`config.mk`:
```
export PLATFORM = sky130hd
export DESIGN_NAME = status_spi_tx
export DESIGN_NICKNAME = d
export VERILOG_FILES = /design/src/rtl/status_spi_pkg.sv /design/src/rtl/spi_sync_edge.sv /design/src/rtl/status_spi_tx.sv
export SDC_FILE = /design/constraint.sdc
export NUM_CORES = 1
export LEC_CHECK = 0
export CAP_MARGIN = 10
export CORE_MARGIN = 5
export CORE_UTILIZATION = 59
export DETAILED_ROUTE_END_ITERATION = 16
export PLACE_DENSITY = 0.84
export SKIP_CTS_REPAIR_TIMING = 1
export SLEW_MARGIN = 20
export SYNTH_ARGS = -nofsm -noshare
export SYNTH_HDL_FRONTEND = slang
export SYNTH_SLANG_ARGS = --single-unit
```
`constraint.sdc`:
```
create_clock -name fpga_clock -period 4.3 [get_ports fpga_clock]
set_input_delay 1.29 -clock fpga_clock [delete_from_list [all_inputs] [get_ports fpga_clock]]
set_output_delay 1.29 -clock fpga_clock [all_outputs]
set_load 0.005 [all_outputs]
```
`src/rtl/status_spi_pkg.sv`:
```
// status_spi_pkg: shared state encoding and sizing for the status SPI transmitter.
package status_spi_pkg;
    typedef enum logic [1:0] {IDLE, SHIFT, OVERRUN} state_t;
    localparam int WORD_WIDTH_DEFAULT = 16;
    function automatic int cnt_width(input int w);
        return $clog2(w + 2);
    endfunction
endpackage

```
`src/rtl/spi_sync_edge.sv`:
```
// spi_sync_edge: multi-flop synchronizer with rise/fall event pulses on the synchronized level.
module spi_sync_edge #(
    parameter int SYNC_STAGES = 2
) (
    input  logic fpga_clock,
    input  logic rst,
    input  logic din,
    output logic rise,
    output logic fall
);
    logic [SYNC_STAGES-1:0] sync;
    logic                   prev;
    always_ff @(posedge fpga_clock or posedge rst)
        if (rst) begin
            sync <= '0;
            prev <= 1'b0;
        end else begin
            sync <= {sync[SYNC_STAGES-2:0], din};
            prev <= sync[SYNC_STAGES-1];
        end
    assign rise = sync[SYNC_STAGES-1] & ~prev;
    assign fall = ~sync[SYNC_STAGES-1] & prev;
endmodule

```
`src/rtl/status_spi_tx.sv`:
```
// status_spi_tx: mode-0 SPI slave transmitter with double-buffered status word load.
// Optional MISO output enable via STATUS_SPI_TX_TRISTATE_EN.
module status_spi_tx
    import status_spi_pkg::*;
#(
    parameter int   WORD_WIDTH  = WORD_WIDTH_DEFAULT,
    parameter int   SYNC_STAGES = 2,
    parameter logic IDLE_LEVEL  = 1'b0
) (
    input  logic                  fpga_clock,
    input  logic                  rst,
    input  logic                  spi_nss,
    input  logic                  spi_clock_in,
    output logic                  spi_data_out,
`ifdef STATUS_SPI_TX_TRISTATE_EN
    output logic                  spi_data_oe,
`endif
    input  logic [WORD_WIDTH-1:0] data_in,
    input  logic                  load,
    output logic                  busy,
    output logic                  frame_done,
    output logic                  frame_abort,
    output logic                  underrun
);
    localparam int CW = cnt_width(WORD_WIDTH);
    localparam logic [CW-1:0] FULL_CNT = CW'(WORD_WIDTH);
    localparam logic [CW-1:0] MAX_CNT  = CW'(WORD_WIDTH + 1);

    state_t                state, state_nxt;
    logic                  nss_rise, nss_fall, sck_rise, sck_fall;
    logic [WORD_WIDTH-1:0] hold_q, shift_q;
    logic                  hold_full;
    logic [CW-1:0]         cnt;
    logic                  start;

    spi_sync_edge #(.SYNC_STAGES(SYNC_STAGES)) u_nss (
        .fpga_clock(fpga_clock), .rst(rst), .din(spi_nss), .rise(nss_rise), .fall(nss_fall)
    );
    spi_sync_edge #(.SYNC_STAGES(SYNC_STAGES)) u_sck (
        .fpga_clock(fpga_clock), .rst(rst), .din(spi_clock_in), .rise(sck_rise), .fall(sck_fall)
    );

    assign start = (state == IDLE) && nss_fall;

    always_ff @(posedge fpga_clock or posedge rst)
        if (rst) state <= IDLE;
        else     state <= state_nxt;

    always_comb begin
        state_nxt = state;
        case (state)
            IDLE:    state_nxt = nss_fall ? SHIFT : IDLE;
            SHIFT:   state_nxt = nss_rise ? IDLE : (sck_fall && cnt == FULL_CNT) ? OVERRUN : SHIFT;
            OVERRUN: state_nxt = nss_rise ? IDLE : OVERRUN;
            default: state_nxt = IDLE;
        endcase
    end

    always_comb begin
        busy         = state != IDLE;
        spi_data_out = (state == SHIFT) ? shift_q[WORD_WIDTH-1] : IDLE_LEVEL;
`ifdef STATUS_SPI_TX_TRISTATE_EN
        spi_data_oe  = state != IDLE;
`endif
    end

    // hold_q keeps the last word sent, so an empty hold re-sends it on underrun
    always_ff @(posedge fpga_clock or posedge rst)
        if (rst) begin
            hold_q      <= '0;
            hold_full   <= 1'b0;
            shift_q     <= '0;
            cnt         <= '0;
            underrun    <= 1'b0;
            frame_done  <= 1'b0;
            frame_abort <= 1'b0;
        end else begin
            frame_done  <= (state != IDLE) && nss_rise && cnt == FULL_CNT;
            frame_abort <= (state != IDLE) && nss_rise && cnt != FULL_CNT;
            if (load) hold_q <= data_in;
            if (start) begin
                shift_q   <= load ? data_in : hold_q;
                hold_full <= 1'b0;
                cnt       <= '0;
                underrun  <= load ? 1'b0 : (underrun | ~hold_full);
            end else begin
                if (load) begin
                    hold_full <= 1'b1;
                    underrun  <= 1'b0;
                end
                if (state != IDLE && nss_rise) cnt <= '0;
                else if (state == SHIFT && sck_rise && cnt != MAX_CNT) cnt <= cnt + 1'b1;
                if (state == SHIFT && !nss_rise && sck_fall && cnt < FULL_CNT)
                    shift_q <= {shift_q[WORD_WIDTH-2:0], 1'b0};
            end
        end
endmodule

```
==> results.yml <==
cts:
  clk_latency_ns: 0.30
  root_buffer: "clkbuf_8"
  cts_made_buffers: 5
  clk_pin_slew_ns: 0.09
  clockBufferDepth: 2
  cts_tree: "yes"
  cts_sinks: 49
  htree_levels: 2
detailed_routing:
  dr.pass1.iters: 4
  antenna_left: 0
  drt-total-wl_mm: 4.524
  vias: 1591
  avgRoutedWirePerCell_um: 17.40
  drc: 0
  drtIter0Drc: 154
  vias_per_cell: 6.119
grt:
  grt_max_degree: 50
  gr-total-overflow: 0
  antenna_found_initial: 0
  grt_first_pass_wirelength_mm: 7.493
  grtUsageTotal_pct: 18.42
  grt_pass1_vias: 1645
synthesis:
  synth-simple-area-share_pct: 15.30
  synth_enable_flop_cells: 0
  yosysTopAreaCell: "dfrtp_1"
  synth_top_area_share_pct: 55.12
  synth_fp_nets: 220
  synth-adder-area-share_pct: 1.687
  synth_flop_cell: "dfrtp_1"
  syn_area_mm2: 0.002225
  ys_types: 36
  synth_compound_gate_area_share_pct: 13.50
  ys_seq_area_share_pct: 55.12
  synth_async_sr_flop_share_pct: 100.0
  synth-xor-area-share_pct: 0
  ys_ff_latch: 49
  yosysWarnings: 0
  synth.area.mux_share_pct: 8.043
  syn_area_per_cell_um2: 11.35
  synthCells: 196
  synth_top_family_by_area: "simple AND/OR/NAND/NOR gates"
  synthTopCellsByArea: "dfrtp_1, mux2_2, o31ai_1, a31oi_1, nand4_1"
floorplanning:
  dieArea_mm2: 0.005099
  core_area_mm2: 0.003661
  die_w_um: 71.41
  die_h_um: 71.41
  rows: 22
  io_pins: 26
  start_util_pct: 60.77
pwr:
  peakVddDrop_v: 0.0002358
  p_leak_nw: 1.024
  powerDensity_mw_per_mm2: 460.0
finish:
  syn_to_final_growth_pct: 15.13
  final_util_pct: 69.96
  layout-drive-gt1-share_pct: 14.15
  nets: 235
  filler_cell_count: 263
  antennaDiodeCount: 0
placed_design:
  numPortBuffers: 25
  pre_cts_ws_ns: 1.202
  finalWeightedCongestion: 0.7675
  detailed_place_hpwl_mm: 2.862
critical_path:
  worstSetupStartpointType: "flop"
  critical_path_class: "reg2out"
  rrSetupSlack_ns: 2.19
  crit_fanout: 6
  r2r_cells: 3
  r2r_end: "cnt[2]$_DFFE_PP0P_"
  endpoint: "spi_data_out"
  r2r-start: "u_nss.sync[1]$_DFF_PP0_"
  crit_path_end_kind: "output pin"
  cp_data_required_time_ns: 3.01
  crit_path_start: "state[1]$_DFF_PP0_"
  cp.arrival_ns: 1.61
sta:
  drv_slew: 0
  rsz0062_at_grt: "no"
  finalClockSkew_ns: 0.007716
  tns_ns: 0
  finalSetupViolCount: 0
  layout_setup_ws_ns: 1.402
  hold_viol_final: 0
  period_share_pct: 67.40
  fmax_mhz: 345.1
  fin_crit_ns: 2.898
  slew_headroom_pct: 34.30
  max_slew.worst_pin.slew_ns: 0.9812
job:
  timing.max_cap.violations: 0
status:
  outcome: "completed"
min_path:
  min_path_cells: 0
  worstHoldPathType: "reg2reg"
-- cell type report --
cell class                 instances  area (um^2)  share of cell area [%]
clock buffer                       5        68.82                   2.687
sequential                        49         1226                   47.88
timing repair buffer              26        257.7                   10.06
inverter                           6        23.77                  0.9282
multi-input combinational        123        859.6                   33.56
clock inverter                     3        65.06                   2.540
tap                               48        60.06                   2.345
-- cell families (layout without fill, tap and decap cells) --
| family | count (synthesis) | after routing |
|---|---|---|
| buffers and inverters | 24 | 40 |
| flip-flops | 49 | 49 |
| adder cells (fa/ha/maj) | 3 | 3 |
| AND/OR/NAND/NOR | 58 | 58 |
| multiplexers | 16 | 16 |
| AO/OA/AOI/OAI | 46 | 46 |
-- layer usage --
metal  track usage [%]  part of all wire, %
met4             8.351                  1.5
met1             21.13                   44
met3             5.470                  5.2
met2             31.63                   49
met5                 0                    0
-- per-stage QoR --
stage	cells	total power [mW]	cell area, um^2	hold WS [ns]
2_1_floorplan	196	0.7374	2225	0.3312
3_3_place_gp	252	0.7844	2424	0.3352
3_5_place_dp	252	0.8017	2424	0.3387
4_1_cts	260	1.179	2557	0.3577
5_1_grt	260	1.235	2561	0.3628
6_report	260	1.178	2561	0.3563
-- cell usage after synthesis (all sizes together), types with 3 or more instances --
cell type and number:
buf 13, nor2 17, nor3 3, or3 3, o21ai 6, dfrtp 49
clkbuf 5, ha 3, o31ai 15, nand4 15, mux2 15, nand2b 3
inv 6, a31oi 15, a21oi 5
-- sequential cells by signal (all words and copies together) (netlist names) --
name and flops:
u_nss.sync 2, hold_full 1, u_sck.sync 2, cnt 5
underrun 1, frame_abort 1, shift_q 16, state 2
u_nss.prev 1, hold_q 16, frame_done 1, u_sck.prev 1
-- how the worst min path moves through the flow --
stage                                        from                       to  slack (ns)
after global routing      u_sck.sync[0]$_DFF_PP0_  u_sck.sync[1]$_DFF_PP0_        0.36
after CTS                 u_sck.sync[0]$_DFF_PP0_  u_sck.sync[1]$_DFF_PP0_        0.36
after detailed placement  u_sck.sync[0]$_DFF_PP0_  u_sck.sync[1]$_DFF_PP0_        0.34
after floorplan           u_nss.sync[0]$_DFF_PP0_  u_nss.sync[1]$_DFF_PP0_        0.33
after global placement    u_sck.sync[0]$_DFF_PP0_  u_sck.sync[1]$_DFF_PP0_        0.34
final                     u_sck.sync[0]$_DFF_PP0_  u_sck.sync[1]$_DFF_PP0_        0.36
-- critical path, stage by stage, from the launching register on --
cell	delay, ns
dfrtp_1	0.44
and2b_1	0.23
and2_1	0.14
clkdlybuf4s50_1	0.50
-- cells in the final DEF (no fill, tap or decap), types with 5 or more instances in the layout --
cell type,n
a31oi_1,15
a21oi_1,5
o21ai_0,6
clkdlybuf4s50_1,25
inv_1,5
nand4_1,15
dfrtp_1,49
clkbuf_8,5
nor2_1,17
o31ai_1,15
mux2_2,15
-- report_power, final --
group	total (mW)	internal (mW)	switching, mW
Combinational	0.210	0.100	0.110
Sequential	0.586	0.539	0.0469
Clock	0.382	0.231	0.151
No activity file was read; power rests on OpenSTA's default activity.
==> variant 1: new RTL, config.mk and constraints unchanged <==
Add an input register stage for `spi_nss`, `data_in` and `load`; this delays them by one clock.
--- a/src/rtl/status_spi_tx.sv
+++ b/src/rtl/status_spi_tx.sv
@@ -26,6 +26,16 @@
     localparam logic [CW-1:0] FULL_CNT = CW'(WORD_WIDTH);
     localparam logic [CW-1:0] MAX_CNT  = CW'(WORD_WIDTH + 1);
 
+    logic spi_nss_q;
+    logic [WORD_WIDTH-1:0] data_q;
+    logic load_q;
+
+    always_ff @(posedge fpga_clock) begin
+        spi_nss_q <= spi_nss;
+        data_q    <= data_in;
+        load_q    <= load;
+    end
+
     state_t                state, state_nxt;
     logic                  nss_rise, nss_fall, sck_rise, sck_fall;
     logic [WORD_WIDTH-1:0] hold_q, shift_q;
@@ -34,7 +44,7 @@
     logic                  start;
 
     spi_sync_edge #(.SYNC_STAGES(SYNC_STAGES)) u_nss (
-        .fpga_clock(fpga_clock), .rst(rst), .din(spi_nss), .rise(nss_rise), .fall(nss_fall)
+        .fpga_clock(fpga_clock), .rst(rst), .din(spi_nss_q), .rise(nss_rise), .fall(nss_fall)
     );
     spi_sync_edge #(.SYNC_STAGES(SYNC_STAGES)) u_sck (
         .fpga_clock(fpga_clock), .rst(rst), .din(spi_clock_in), .rise(sck_rise), .fall(sck_fall)
@@ -77,14 +87,14 @@
         end else begin
             frame_done  <= (state != IDLE) && nss_rise && cnt == FULL_CNT;
             frame_abort <= (state != IDLE) && nss_rise && cnt != FULL_CNT;
-            if (load) hold_q <= data_in;
+            if (load_q) hold_q <= data_q;
             if (start) begin
-                shift_q   <= load ? data_in : hold_q;
+                shift_q   <= load_q ? data_q : hold_q;
                 hold_full <= 1'b0;
                 cnt       <= '0;
-                underrun  <= load ? 1'b0 : (underrun | ~hold_full);
+                underrun  <= load_q ? 1'b0 : (underrun | ~hold_full);
             end else begin
-                if (load) begin
+                if (load_q) begin
                     hold_full <= 1'b1;
                     underrun  <= 1'b0;
                 end
Behaviour: not the same (a bounded check fails within 10 cycles, from zero or initial values and one cycle with rst high).
==> variant 1 against the unedited design <==
  * Power up 23%
  * Die area is 15% higher
  * First-iteration DRC count fell by 29%
  * Count of clock-buffer cells in the layout increased by 9
  * Synthesized area is 18% higher
  * Clock power increased by 23%
  * Final area is 18% higher
  * Worst setup slack improved by 17 ps
  * Clock skew decreased by 2.5 ps
  * Sequential cell count up 18
  * Routed wire length decreased by 6.9%
  * Critical path type unchanged
  * Highest routed layer unchanged
==> variant 1: results (changes against the unedited design) <==
worst-skew pair later-pin latency = 340 ps (was 300 ps)
average routed wire per standard cell = 14.6 µm (was 17.4 µm)
Hold WC Path Type = flip-flop to flip-flop (unchanged)
Filler cells = 328 (was 263)
Distinct cells, synth = 35 (was 36)
worst-margin pin slew = 986 ps (was 981 ps)
Synth top cells by count = 49 x dfrtp_1, 22 x inv_1, 18 x dfxtp_1, 17 x nand2_1, 16 x mux2i_1 (was 49 x dfrtp_1, 17 x nor2_1)
via/cell ratio = 5.56 (was 6.12)
status = finished clean (unchanged)
Net Sw Power = 0.000370 W (was 0.000308 W)
CP arrival = 1590 ps (was 1610 ps)
placed instance count = 273 (was 252)
syn_nets = 233 (was 220)
Compound-Gate Fraction of Synth Area = 12.2% (was 13.5%)
GRT Total Usage = 16.1% (was 18.4%)
sequential area share after synthesis = 60.5% (was 55.1%)
P_leak = 1.34 nW (was 1.02 nW)
Flop pwr share = 52.6% (was 49.8%)
CTS buffer count = 9 (was 5)
H-tree levels = 3 (was 2)
port bufs = 25 (unchanged)
share of cells above drive strength 1 = 14.8% (was 14.2%)
first-pass GRT wire length = 7.53 mm (was 7.49 mm)
Clock Skew = 5.23 ps (was 7.72 ps)
RD Place Congestion = 0.756 (was 0.768)
Final Net Count = 256 (was 235)
adder-cell share of the synthesized area = 1.43% (was 1.69%)
Worst-path clk slew = 60 ps (was 90 ps)
Syn Inst Count = 209 (was 196)
Max FO, Critical Path = 5 (was 6)
mux share of post-synthesis cell area = 6.10% (was 8.04%)
Largest regs = data_q: 16 flops, hold_q: 16 flops, shift_q: 16 flops (was hold_q: 16 flops, shift_q: 16 flops, cnt: 5 flops)
Comb power = 0.000218 W (was 0.000210 W)
Worst VDD drop = 265 µV (was 236 µV)
DP HPWL = 2.74 mm (was 2.86 mm)
Initial DRC Count = 110 (was 154)
share of synthesized registers carrying an async set or reset = 73.1% (was 100%)
WL final = 4.21 mm (was 4.52 mm)
[variant 1: path summary, 6_finish.rpt]
check	startpoint	to	slack, ps	cells after the start
hold reg to reg	spi_nss_q	u_nss.sync[0]	340	0
hold / removal	spi_nss_q	u_nss.sync[0]	340	0
min in group asynchronous	rst	hold_q[9]	1420	2
setup reg to reg	cnt[4]	shift_q[5]	2070	3
max in group asynchronous	rst	frame_done	2400	2
setup / recovery	state[0]	spi_data_out	1420	3
[variant 1: final cells by class]
cell class / instances / area share (%)
Clock buffer: 14 / 5.69
Clock inverter: 2 / 0.330
Inverter: 22 / 2.76
Multi-Input combinational cell: 106 / 28.3
Timing Repair Buffer: 26 / 8.50
Sequential cell: 67 / 52.3
Tap cell: 52 / 2.15
[variant 1: routing by layer]
layer  share of wire (%)  wire (µm)  global-route usage (%)  vias to the layer above
li1                    -          -                       -                      780
met1                  45       1900                    20.2                      787
met2                  47       1980                    24.8                       28
met3                 4.9        207                    4.57                       11
met4                 2.8        119                    8.92                        0
met5                   0          0                       0                        -
[variant 1: metrics by stage]
step / hold WS (ps) / cell area (µm²) / util, % / power (W) / setup slack (ps)
floorplan: 316 / 2620 / - / 0.000937 / 1840
global placement: 317 / 2850 / 65.9 / 0.000984 / 1750
detailed placement: 333 / 2850 / 65.9 / 0.000997 / 1740
CTS: 344 / 3030 / 70.1 / 0.00147 / 1390
global route: 352 / 3030 / 70.1 / 0.00153 / 1340
finish: 335 / 3030 / 70.1 / 0.00145 / 1420
[variant 1: cells by family (layout without fill, tap and decap cells)]
logic type	count (synthesis)	after routing
AOI/OAI and AO/OA	31	31
and+or+nand+nor	56	56
DFF	67	67
buffers and inverters	36	64
adders and majority gates	3	3
muxes	16	16
==> variant 2: new RTL, same settings <==
Made on the original files. Build with the macro `STATUS_SPI_TX_TRISTATE_EN` defined.
--- a/src/rtl/status_spi_tx.sv
+++ b/src/rtl/status_spi_tx.sv
@@ -1,5 +1,7 @@
 // status_spi_tx: mode-0 SPI slave transmitter with double-buffered status word load.
 // Optional MISO output enable via STATUS_SPI_TX_TRISTATE_EN.
+`define STATUS_SPI_TX_TRISTATE_EN
+
 module status_spi_tx
     import status_spi_pkg::*;
 #(
Function (old outputs only; new: spi_data_oe): kept (Yosys induction, for registers that start in step).
==> variant 2 against the unedited design <==
  * Via count is 1.1% lower
  * Routed wire length is 6.1% lower
  * Sequential cell count stayed put
  * Synthesized area is 0.34% higher
  * Global-route usage is 0.11 points lower
  * Combinational power hardly changed
  * Synthesized cell count is 0.51% higher
  * Power is 9.7% lower
  * Final area is 1.8% lower
  * Die area is 0.29% higher
  * Worst setup slack worse by 390 ps
  * Largest power group unchanged
==> variant 2: results (changes against the unedited design) <==
Cells on Worst Hold Path = 0 (unchanged)
flop-to-flop setup slack = 2250 ps (was 2190 ps)
initial antenna violation count = 0 (unchanged)
Max FO, Critical Path = 17 (was 6)
Filler cells = 277 (was 263)
FF-to-FF End = cnt[2] (unchanged)
Combinational Power Share = 19.7% (was 17.8%)
port bufs = 26 (was 25)
DP HPWL = 2.90 mm (was 2.86 mm)
sequential area share after synthesis = 54.9% (was 55.1%)
Worst VDD drop = 293 µV (was 236 µV)
Distinct cells, synth = 37 (was 36)
GRT Total Usage = 18.3% (was 18.4%)
Seq group = 0.000585 W (was 0.000586 W)
CTS max path bufs = 2 (unchanged)
share of synthesized registers carrying an async set or reset = 100% (unchanged)
R2R cell count = 3 (unchanged)
# diodes = 0 (unchanged)
worst-skew pair later-pin latency = 300 ps (about the same)
DP Area = 0.00243 mm² (was 0.00242 mm²)
share of cells above drive strength 1 = 12.8% (was 14.2%)
RD Place Congestion = 0.795 (was 0.768)
P_leak = 0.999 nW (was 1.02 nW)
WL final = 4.25 mm (was 4.52 mm)
via count = 1573 (was 1591)
Clock Skew = 4.72 ps (was 7.72 ps)
Initial Utilization = 61.0% (was 60.8%)
top post-synthesis cells by area = dfrtp_1 55%, mux2_2 7.6%, o31ai_1 5.0% (was dfrtp_1 55%, mux2_2 7.6%, o31ai_1 5.1%)
Synth top cells by count = 49 x dfrtp_1, 17 x nor2_1 (unchanged)
Initial DRC Count = 146 (was 154)
Final Net Count = 235 (unchanged)
Synth top area share = 54.9% (was 55.1%)
Hold EP = u_sck.sync[1] (unchanged)
Synth warnings = 0 (unchanged)
status = finished clean (unchanged)
min-delay src = u_sck.sync[0] (unchanged)
Routed Antenna Nets = 0 (unchanged)
CTS buffer count = 5 (unchanged)
syn_nets = 221 (was 220)
CP arrival = 2000 ps (was 1610 ps)
internal power = 0.000768 W (was 0.000870 W)
Crit Reg-Reg Startpoint = u_nss.sync[1] (unchanged)
final hold slack = 362 ps (was 356 ps)
Largest regs = hold_q: 16 flops, shift_q: 16 flops, cnt: 5 flops (unchanged)
Rel. slew slack = 40.4% (was 34.3%)
first-pass GRT wire length = 7.33 mm (was 7.49 mm)
==> variant 2: changes by cell type after synthesis, sizes merged <==
cell / before / now
buf: 13 / 14
==> variant 2: how the worst max path moves through the flow <==
| stage | from | slack, ps | endpoint |
|---|---|---|---|
| finish | state[1] | 1010 | spi_data_out |
| global route | state[1] | 940 | spi_data_out |
| CTS | state[1] | 1020 | spi_data_out |
| detailed placement | load | 1260 | shift_q[12] |
| global placement | load | 1300 | shift_q[12] |
| floorplan | rst | 1840 | cnt[0] |
==> variant 2: layout make-up <==
class / instances / area [µm²] / share of cell area, %
inverter: 6 / 23.8 / 0.945
clock buffer: 7 / 86.3 / 3.43
multi-input combinational: 123 / 860 / 34.2
timing repair buffer: 26 / 260 / 10.3
tap: 48 / 60.1 / 2.39
sequential: 49 / 1230 / 48.7
==> variant 2: worst max-delay path, cell delays in order (launching register included) <==
cell	delay, ps
dfrtp_1	430
and2b_1	560
and2_1	210
clkdlybuf4s50_1	500
==> variant 2: routing by layer <==
metal,global-route usage [%],wire (µm),vias to the layer above
li1,-,-,748
met1,22.3,1800,760
met2,30.2,2110,57
met3,6.31,283,8
met4,6.68,59,0
met5,0,0,-
==> variant 2: per-stage QoR <==
stage | cells | total power (W) | setup slack, ps
3_3_place_gp | 252 | 0.000786 | 1300
2_1_floorplan | 197 | 0.000741 | 1840
4_1_cts | 259 | 0.00107 | 1020
6_report | 259 | 0.00106 | 1010
5_1_grt | 259 | 0.00112 | 942
3_5_place_dp | 252 | 0.000803 | 1260
==> variant 2: kinds of logic after synthesis <==
logic type | count (synthesis) | share of synthesized area [%]
buffers and inverters | 25 | 6.67
AOI/OAI and AO/OA | 46 | 13.5
muxes | 16 | 8.02
adders and majority gates | 3 | 1.68
and+or+nand+nor | 58 | 15.2
DFF | 49 | 54.9
